**src/rtl/io_bus_arbiter.sv**
```systemverilog
// io_bus_arbiter: shares one IO bus between two masters. Request/acknowledge
// handshake, round-robin fairness on ties, and a completion timeout that
// returns an error acknowledge when the downstream never signals io_done.
module io_bus_arbiter #(
    parameter int ADDR_W  = 32,
    parameter int DATA_W  = 32,
    parameter int TIMEOUT = 255
) (
    input  logic              clk,
    input  logic              rst,
    input  logic              m0_req,
    input  logic [3:0]        m0_mode,
    input  logic [ADDR_W-1:0] m0_addr,
    input  logic [DATA_W-1:0] m0_wdata,
    output logic              m0_ack,
    output logic              m0_err,
    output logic [DATA_W-1:0] m0_rdata,
    input  logic              m1_req,
    input  logic [3:0]        m1_mode,
    input  logic [ADDR_W-1:0] m1_addr,
    input  logic [DATA_W-1:0] m1_wdata,
    output logic              m1_ack,
    output logic              m1_err,
    output logic [DATA_W-1:0] m1_rdata,
    output logic [3:0]        io_mode,
    output logic [ADDR_W-1:0] io_addr,
    output logic [DATA_W-1:0] io_wdata,
    input  logic [DATA_W-1:0] io_rdata,
    input  logic              io_done,
    output logic [1:0]        grant
);
    localparam int               CNT_W   = $clog2(TIMEOUT + 1);
    localparam logic [CNT_W-1:0] CNT_MAX = CNT_W'(TIMEOUT);

    typedef enum logic {
        S_IDLE   = 1'b0,
        S_ACCESS = 1'b1
    } state_t;

    state_t            r_state;
    logic [3:0]        r_mode;
    logic [ADDR_W-1:0] r_addr;
    logic [DATA_W-1:0] r_wdata;
    logic [CNT_W-1:0]  r_cnt;
    logic [1:0]        r_grant;
    logic              r_last_m1;
    logic              r_ack0;
    logic              r_ack1;
    logic              r_err0;
    logic              r_err1;
    logic [DATA_W-1:0] r_rdata0;
    logic [DATA_W-1:0] r_rdata1;

    logic              w_valid0;
    logic              w_valid1;
    logic              w_pick1;
    logic [CNT_W-1:0]  w_cnt_inc;
    logic              w_timeout;

    // Request qualification and winner selection. A master whose ack is
    // showing this cycle is still holding req for the access that just
    // finished, so it is not treated as a fresh request until ack drops.
    always_comb begin
        w_valid0  = m0_req && (m0_mode != 4'd0) && !r_ack0;
        w_valid1  = m1_req && (m1_mode != 4'd0) && !r_ack1;
        w_pick1   = w_valid1 && (!w_valid0 || !r_last_m1);
        w_cnt_inc = r_cnt + CNT_W'(1);
        w_timeout = (w_cnt_inc == CNT_MAX);
    end

    // Arbitration FSM: grant and latch in IDLE, hold the bus in ACCESS,
    // finish on io_done (which beats a coincident timeout) or on timeout.
    always_ff @(posedge clk or negedge rst) begin
        if (!rst) begin
            r_state   <= S_IDLE;
            r_mode    <= 4'd0;
            r_addr    <= '0;
            r_wdata   <= '0;
            r_cnt     <= '0;
            r_grant   <= 2'b00;
            r_last_m1 <= 1'b1;
            r_ack0    <= 1'b0;
            r_ack1    <= 1'b0;
            r_err0    <= 1'b0;
            r_err1    <= 1'b0;
            r_rdata0  <= '0;
            r_rdata1  <= '0;
        end else begin
            r_ack0 <= 1'b0;
            r_ack1 <= 1'b0;
            r_err0 <= 1'b0;
            r_err1 <= 1'b0;
            case (r_state)
                S_IDLE: begin
                    if (w_valid0 || w_valid1) begin
                        r_state <= S_ACCESS;
                        r_cnt   <= '0;
                        r_grant <= w_pick1 ? 2'b10 : 2'b01;
                        r_mode  <= w_pick1 ? m1_mode  : m0_mode;
                        r_addr  <= w_pick1 ? m1_addr  : m0_addr;
                        r_wdata <= w_pick1 ? m1_wdata : m0_wdata;
                    end
                end
                S_ACCESS: begin
                    r_cnt <= w_cnt_inc;
                    if (io_done || w_timeout) begin
                        r_state   <= S_IDLE;
                        r_grant   <= 2'b00;
                        r_mode    <= 4'd0;
                        r_last_m1 <= r_grant[1];
                        if (r_grant[1]) begin
                            r_ack1   <= 1'b1;
                            r_err1   <= !io_done;
                            r_rdata1 <= io_done ? io_rdata : '0;
                        end else begin
                            r_ack0   <= 1'b1;
                            r_err0   <= !io_done;
                            r_rdata0 <= io_done ? io_rdata : '0;
                        end
                    end
                end
                default: r_state <= S_IDLE;
            endcase
        end
    end

    assign m0_ack   = r_ack0;
    assign m0_err   = r_err0;
    assign m0_rdata = r_rdata0;
    assign m1_ack   = r_ack1;
    assign m1_err   = r_err1;
    assign m1_rdata = r_rdata1;
    assign io_mode  = r_mode;
    assign io_addr  = r_addr;
    assign io_wdata = r_wdata;
    assign grant    = r_grant;

endmodule

```
**config.mk**
```make
export PLATFORM = sky130hd
export DESIGN_NAME = io_bus_arbiter
export DESIGN_NICKNAME = d
export VERILOG_FILES = /design/src/rtl/io_bus_arbiter.sv
export SDC_FILE = /design/constraint.sdc
export NUM_CORES = 1
export LEC_CHECK = 0
export ABC_AREA = 1
export BUFFER_PORTS_ARGS = -buffer_cell sky130_fd_sc_hd__buf_4
export CAP_MARGIN = 20
export CORE_MARGIN = 10
export CORE_UTILIZATION = 40
export CTS_BUF_LIST = sky130_fd_sc_hd__clkbuf_4 sky130_fd_sc_hd__clkbuf_8 sky130_fd_sc_hd__clkbuf_16
export DETAILED_ROUTE_END_ITERATION = 16
export GPL_TIMING_DRIVEN = 0
export PLACE_DENSITY = 0.76
export SLEW_MARGIN = 20
export SYNTH_ARGS = -nofsm -noshare
export SYNTH_HDL_FRONTEND = slang
export SYNTH_SLANG_ARGS = --single-unit
```
**constraint.sdc**
```tcl
create_clock -name clk -period 3.2 [get_ports clk]
set_input_delay 0.32 -clock clk [delete_from_list [all_inputs] [get_ports clk]]
set_output_delay 0.32 -clock clk [all_outputs]
set_load 0.03 [all_outputs]
```
==> qor.txt, run 1 <==
Status - finished clean
Cells along the critical path - ha_1, nand3_1, nand2_1, nand2_1, nand3_1, nor2_1, nand2_1, nand2_4, nand3_4, buf_6, nand2_1, nand2_1
Mapped Cells - 774
Max_slew headroom - 63.1%
Top sig layer - met4
Non-filler cells, final - 1335
Most common cell in the netlist - nand2_1
Clock Skews - 13.0 ps
Avg Cell Area, Syn - 8.45 sq um
Number of synthesized register bits - 148
Total global routing overflow - 0
Ys Warns - 0
Area grow syn2layout - 49.4%
Routed vias - 6701
Switch Pwr - 4.96 mW
Port bufs - 310
Final min period - 2000 ps
Synth top area share - 56.2%
Design area - 9770 sq um
Fraction of registers with async set/reset - 100%
Main synth FF type - dfrtp_1
Share of cells above drive strength 1 - 32.9%
Gpl congestion - 0.858
CTS tree - yes
Largest net degree at the start of global routing - 86
Critical path fanouts, max - 10
Detailed-route wire length per cell - 18.9 microns
Setup_tns - 0 ps
Critical path required time - 3510 ps
Mapped Nets - 949
Final slew viol count - 0
Flop2flop setup slack - 1200 ps
Htree depth - 4
HP Class - input pin to flip-flop
Worst flop-to-flop path startpoint - r_cnt[0]
Initial Util - 41.0%
Crit path max-delay cell type - dfrtp_1
RSZ-0062 raised after global routing - no
Sequential element share of the synthesized area - 56.6%
Most frequent CP cell - nand2_1
Met3 WL post-DR - 2510 microns
Hold path start - m1_wdata[14]
Pint - 5.75 mW
DIE AREA - 21900 sq um
Die height - 148 microns
WS Path Type - flip-flop to flip-flop
Tcrit/Tclk final - 62.5%
Synth top area cells - dfrtp_1 56%, nand2_1 14%, a21oi_1 9.8%
Final core utilization - 61.3%
Crit path launch type - flip-flop
Mapped cell area - 6540 sq um
Worst path arrival time - 2310 ps
CTS Buffer Depth - 2
Row Count - 46
Sink Count - 148
Fmax achieved - 500 MHz
NumNets Final - 1280
Placed instance area - 9170 sq um
Vias in the first global route - 6776
Antenna Nets Post-Route - 0
Drt total wl - 25200 microns
Power Density - 1100 nW/um^2
M1 WL - 9950 microns
Post-CTS setup buffers - 0
Vias/cell - 5.02
Endpoints failing setup - 0
CP top delay family - simple AND/OR/NAND/NOR gates
Hold Path Depth - 3
Final HPWL from detailed placement - 19500 microns
Global Route Usage Sum - 22.1%
Chip width - 148 microns
Total core area - 15900 sq um
Critical R2R Capture - m1_rdata[11]
Sequential power share - 30.2%
Inserted Clock Buffers - 17
Max Cap Viol - 0
1st-iter DRT viols - 422
Clk Latency, worst-skew pair - 430 ps
Final hold vios - 0
Post-synth EDFFs - 0
Antenna violations before repair - 1
Synth cell types - 21
I/O Pins - 311
Reg2Reg Depth - 12
Worst Max-Slew Pin Slew - 554 ps
1st-pass router iterations - 4
Met2 WL - 12300 microns
Most area-hungry cell type in the Yosys netlist - dfrtp_1
Placed cell count - 1301
Hold EP - io_wdata[14]
Clk root buf - clkbuf_16
First-pass GRT wire length - 38200 microns
P_leak - 4.96 nW
VDD IR max - 0.000564 V
Top post-synthesis cells by count - 242 x nand2_1, 147 x dfrtp_1, 128 x a21oi_1, 76 x nor2_1, 67 x nand4_1
Clk pwr share - 18.5%
Worst path bufs/invs - 1
Comb power frac - 51.3%
CTS clk-pin slew, worst paths - 60 ps
CP peak stage delay - 440 ps
Cells resized by post-CTS repair - 0
Sw Ratio - 46.3%
DRC - 0
Worst setup EP type - flip-flop
==> registers in the layout, summed over array words and instances (netlist names) <==
name	flops
m1_err	1
io_mode	4
m0_rdata	32
grant	2
io_wdata	32
io_addr	32
m1_rdata	32
m0_ack	1
r_last_m1	1
m0_err	1
r_state	1
r_cnt	8
m1_ack	1
==> logic make-up after synthesis <==
kind of cell | after synthesis | share of synthesized area [%]
AO/OA/AOI/OAI | 139 | 10.7
buffers and inverters | 79 | 5.41
AND/OR/NAND/NOR | 406 | 26.8
adder cells (fa/ha/maj) | 2 | 0.383
flip-flops | 148 | 56.6
==> per-stage QoR <==
step | worst slack [ps] | hold WS, ps | total power, mW
floorplan | 1520 | 24.4 | 6.45
global placement | 1060 | 455 | 8.66
detailed placement | 1150 | 304 | 8.77
CTS | 1230 | 131 | 10.8
global route | 1040 | 129 | 11.3
finish | 1200 | 148 | 10.7
==> layout make-up <==
class	count	area, sq um
fillers	1409	6170
flip-flops and latches	148	3700
multi-input cells	547	2480
repair buffers	312	2370
clock buffers	20	454
well taps	216	270
plain buffers	55	264
clock inverters	12	131
inverters	24	90.1
diodes	1	2.50
==> repair_timing <==
action / 4_1_cts / 5_1_grt
setup endpoints to repair: 0 / 0
hold buffers: 1 / 0
hold endpoints to repair: 63 / 0
==> power by group through the flow <==
stage,Clock (mW),Combinational [mW],Sequential (mW)
3_3_place_gp,0,5.45,3.21
6_report,1.99,5.49,3.23
3_5_place_dp,0,5.53,3.24
5_1_grt,2.11,5.90,3.33
4_1_cts,2.02,5.54,3.22
2_1_floorplan,0,1.64,4.82
==> worst max path at each step <==
stage	depth (start not counted)	end	startpoint
finish	12	m1_rdata[11]	r_cnt[0]
global placement	1	io_addr[11]	rst
detailed placement	9	io_wdata[8]	m0_mode[0]
floorplan	12	m1_rdata[10]	r_cnt[0]
CTS	6	io_wdata[8]	r_last_m1
global route	12	m1_rdata[21]	r_cnt[0]
==> placed cells by master, fill, tap and decap left out, drive strengths merged <==
cell type and instances:
clkinv 5, nand3 19, a21oi 128, dfstp 1
o22ai 4, clkbuf 55, nand2 244, bufinv 2
dfrtp 147, nand4 67, diode 1, buf 331
ha 2, nor2 76, dlygate4sd3 1, inv 25
o21ai 7, clkinvlp 4
==> metal layers <==
metal  track usage [%]  vias to the layer above
li1                  -                     3242
met1              26.1                     3150
met5                 0                        -
met3              8.61                       24
met4              5.95                        0
met2              36.7                      285
==> tightest hold or removal path, stage by stage <==
cell	delay, ps
buf_4	110
nand2_1	50
a21oi_1	60
Power figures use the tool's default switching activity.
==> run 2: changes to the inputs <==
- ABC_AREA: 1 -> 0
- PLACE_DENSITY: 0.76 -> 0.79
- clock period: 3.2 -> 1.73 ns (I/O delays scaled with it)
==> run 2 against run 1 <==
  * The run now ends with setup timing left
  * Die area shrank 2.7%
  * Via count shrank 14%
  * Count of clock-buffer cells in the layout is the same
  * Critical path depth shrank 5
  * Sequential share of layout area shrank 1.8 points
  * Final cell count shrank 15%
  * Clock power grew 97%
  * Largest power group unchanged
==> qor.txt, run 2 <==
RSZ-0062 raised after global routing - yes
Gpl congestion - 0.839 (-2.3%)
Worst Max-Slew Pin Slew - 587 ps (+33.4 ps)
Inserted Clock Buffers - 17 (unchanged)
Top post-synthesis cells by count - 147 x dfrtp_1, 70 x a22o_1, 67 x a21oi_1, 67 x nor2_1, 64 x mux2i_1
Setup_tns - -17710 ps (-17710 ps)
Cells along the critical path - ha_4, nand2b_4, o32ai_4, or4b_4, nand4b_4, buf_6, a22o_1
Final min period - 2010 ps (+14.0 ps)
Htree depth - 4 (unchanged)
Port bufs - 310 (unchanged)
Tcrit/Tclk final - 116% (+54 points)
Met2 WL - 11500 microns (-6.8%)
Vias in the first global route - 6220 (-8.2%)
Ys Warns - 0 (unchanged)
Antenna violations before repair - 1 (unchanged)
Row Count - 45 (-2.2%)
Post-synth EDFFs - 0 (unchanged)
Die height - 146 microns (-1.4%)
Failing checks - setup timing
Status - complete, but fails checks
Critical path fanouts, max - 10 (unchanged)
Avg Cell Area, Syn - 12.1 sq um (+43%)
NumNets Final - 1079 (-16%)
M1 WL - 9020 microns (-9.3%)
Clk root buf - clkbuf_16
Vias/cell - 5.12 (+1.9%)
Antenna Nets Post-Route - 0 (unchanged)
Detailed-route wire length per cell - 20.3 microns (+7.7%)
Commonest cells after routing, fill and taps aside - 324 x buf_4, 145 x dfrtp_1, 70 x a22o_1
Final total power - 16.9 mW (+57%)
DRC - 0 (unchanged)
Power Density - 1640 nW/um^2 (+50%)
Sink Count - 148 (unchanged)
Mapped Nets - 699 (-26%)
Main synth FF type - dfrtp_1
HP Class - input pin to flip-flop
Mapped cell area - 6330 sq um (-3.2%)
CTS Buffer Depth - 2 (unchanged)
WS Path Type - flip-flop to flip-flop
Max_slew headroom - 60.8% (-2.2 points)
Leading cell type in the layout, fill and taps excluded - buf_4
Initial Util - 41.2% (+0.18 points)
Sequential element share of the synthesized area - 58.5% (+1.8 points)
Largest net degree at the start of global routing - 86 (unchanged)
Met3 WL post-DR - 2030 microns (-19%)
Most common cell in the netlist - dfrtp_1
Final slew viol count - 0 (unchanged)
CP top delay family - simple AND/OR/NAND/NOR gates
Chip width - 146 microns (-1.4%)
Fmax achieved - 497 MHz (-0.70%)
CTS clk-pin slew, worst paths - 60 ps (about the same)
Crit path max-delay cell type - dfrtp_2
Top sig layer - met4
Area grow syn2layout - 62.0%
Final hold vios - 0 (unchanged)
CTS tree - yes
Number of synthesized register bits - 148 (unchanged)
Worst path arrival time - 2320 ps (about the same)
Routed vias - 5777 (-14%)
Most area-hungry cell type in the Yosys netlist - dfrtp_1
VDD IR max - 0.00139 V (+150%)
Worst path bufs/invs - 1 (unchanged)
DIE AREA - 21300 sq um (-2.7%)
Post-route setup slack - -284 ps (-1480 ps)
Critical path required time - 2030 ps (-1480 ps)
Total global routing overflow - 0 (unchanged)
Drt total wl - 22900 microns (-8.9%)
1st-iter DRT viols - 287 (-32%)
1st-pass router iterations - 5 (+1)
Final HPWL from detailed placement - 16600 microns (-15%)
CP peak stage delay - 450 ps (about the same)
First-pass GRT wire length - 35300 microns (-7.6%)
Mapped Cells - 524 (-32%)
Synth cell types - 42 (+100%)
Clk Latency, worst-skew pair - 420 ps (about the same)
Total core area - 15400 sq um (-3.6%)
Worst setup EP type - flip-flop
Synth top area share - 58.1% (+1.8 points)
Clock Skews - 8.01 ps (-4.98 ps)
Global Route Usage Sum - 20.8% (-1.3 points)
Crit path launch type - flip-flop
Max Cap Viol - 0 (unchanged)
Fraction of registers with async set/reset - 100% (unchanged)
Endpoints failing setup - 76 (+76)
I/O Pins - 311 (unchanged)
P_leak - 4.91 nW (-1.1%)
Synth top area cells - dfrtp_1 58%, mux2i_1 10%, a22o_1 9.7%
Share of cells above drive strength 1 - 45.4% (+12 points)
==> run 2: final cells by class <==
cell class | instances | area (sq um)
antenna | 1 | 2.50
timing repair buffer | 362 | 2850
tap | 211 | 264
buffer | 36 | 313
sequential | 148 | 3710
multi-input combinational | 333 | 2460
fill | 1167 | 5110
clock buffer | 20 | 467
clock inverter | 12 | 166
inverter | 6 | 22.5
==> run 2: final timing paths <==
path                                  from           end  slack, ps  depth (start not counted)
min in group asynchronous              rst  m0_rdata[25]        300                          2
worst max register to register    r_cnt[1]  m0_rdata[28]       -280                          7
worst max-delay path              r_cnt[1]  m0_rdata[28]       -280                          7
max in group asynchronous              rst   io_addr[23]        630                          3
worst min-delay path            m1_mode[2]    io_mode[2]         50                          3
worst min register to register   r_last_m1     r_last_m1        490                          2
==> run 2: cells by family after synthesis <==
kind of cell	synth area share (%)
AOI/OAI and AO/OA	17.3
xor gates and xnor gates	0.830
adders and majority gates	0.395
buffers and inverters	4.29
DFF	58.5
muxes	10.3
and+or+nand+nor	8.36
==> run 2: per-layer routing <==
layer / vias to the layer above / track usage, %
met1: 2806 / 23.8
met3: 31 / 7.64
met2: 274 / 35.0
met4: 0 / 6.77
li1: 2666 / -
met5: - / 0
==> run 2: worst reg2reg max path, cell delays in order, from the launching register on <==
cell,delay [ps]
dfrtp_2,450
ha_4,200
nand2b_4,150
o32ai_4,220
or4b_4,210
nand4b_4,210
buf_6,230
a22o_1,230
==> run 2: what timing repair did <==
| item | 4_1_cts | 5_1_grt |
|---|---|---|
| resized for setup | 24 | 32 |
| gates cloned | 3 | 0 |
| setup buffers | 14 | 1 |
| hold buffers | 33 | 0 |
| endpoints found under the setup margin | 140 | 140 |
| endpoints found under the hold margin | 126 | 0 |
| pin swaps | 15 | 10 |
==> run 2: report_power, final <==
part,switching (mW),internal [mW]
clock,1.51,2.41
sequential,0.814,4.70
combinational,4.37,3.06
==> run 2: through the flow <==
stage          instances  hold slack, ps  utilization [%]  cell area [sq um]  setup WS, ps
2_1_floorplan        524            -123                -               6370          -120
3_3_place_gp        1045             400             58.3               8970          -378
3_5_place_dp        1046             149             58.6               9000          -367
4_1_cts             1127            37.0             66.2              10200          -234
5_1_grt             1129            43.0             66.7              10300          -353
6_report            1129            45.2             66.7              10300          -284
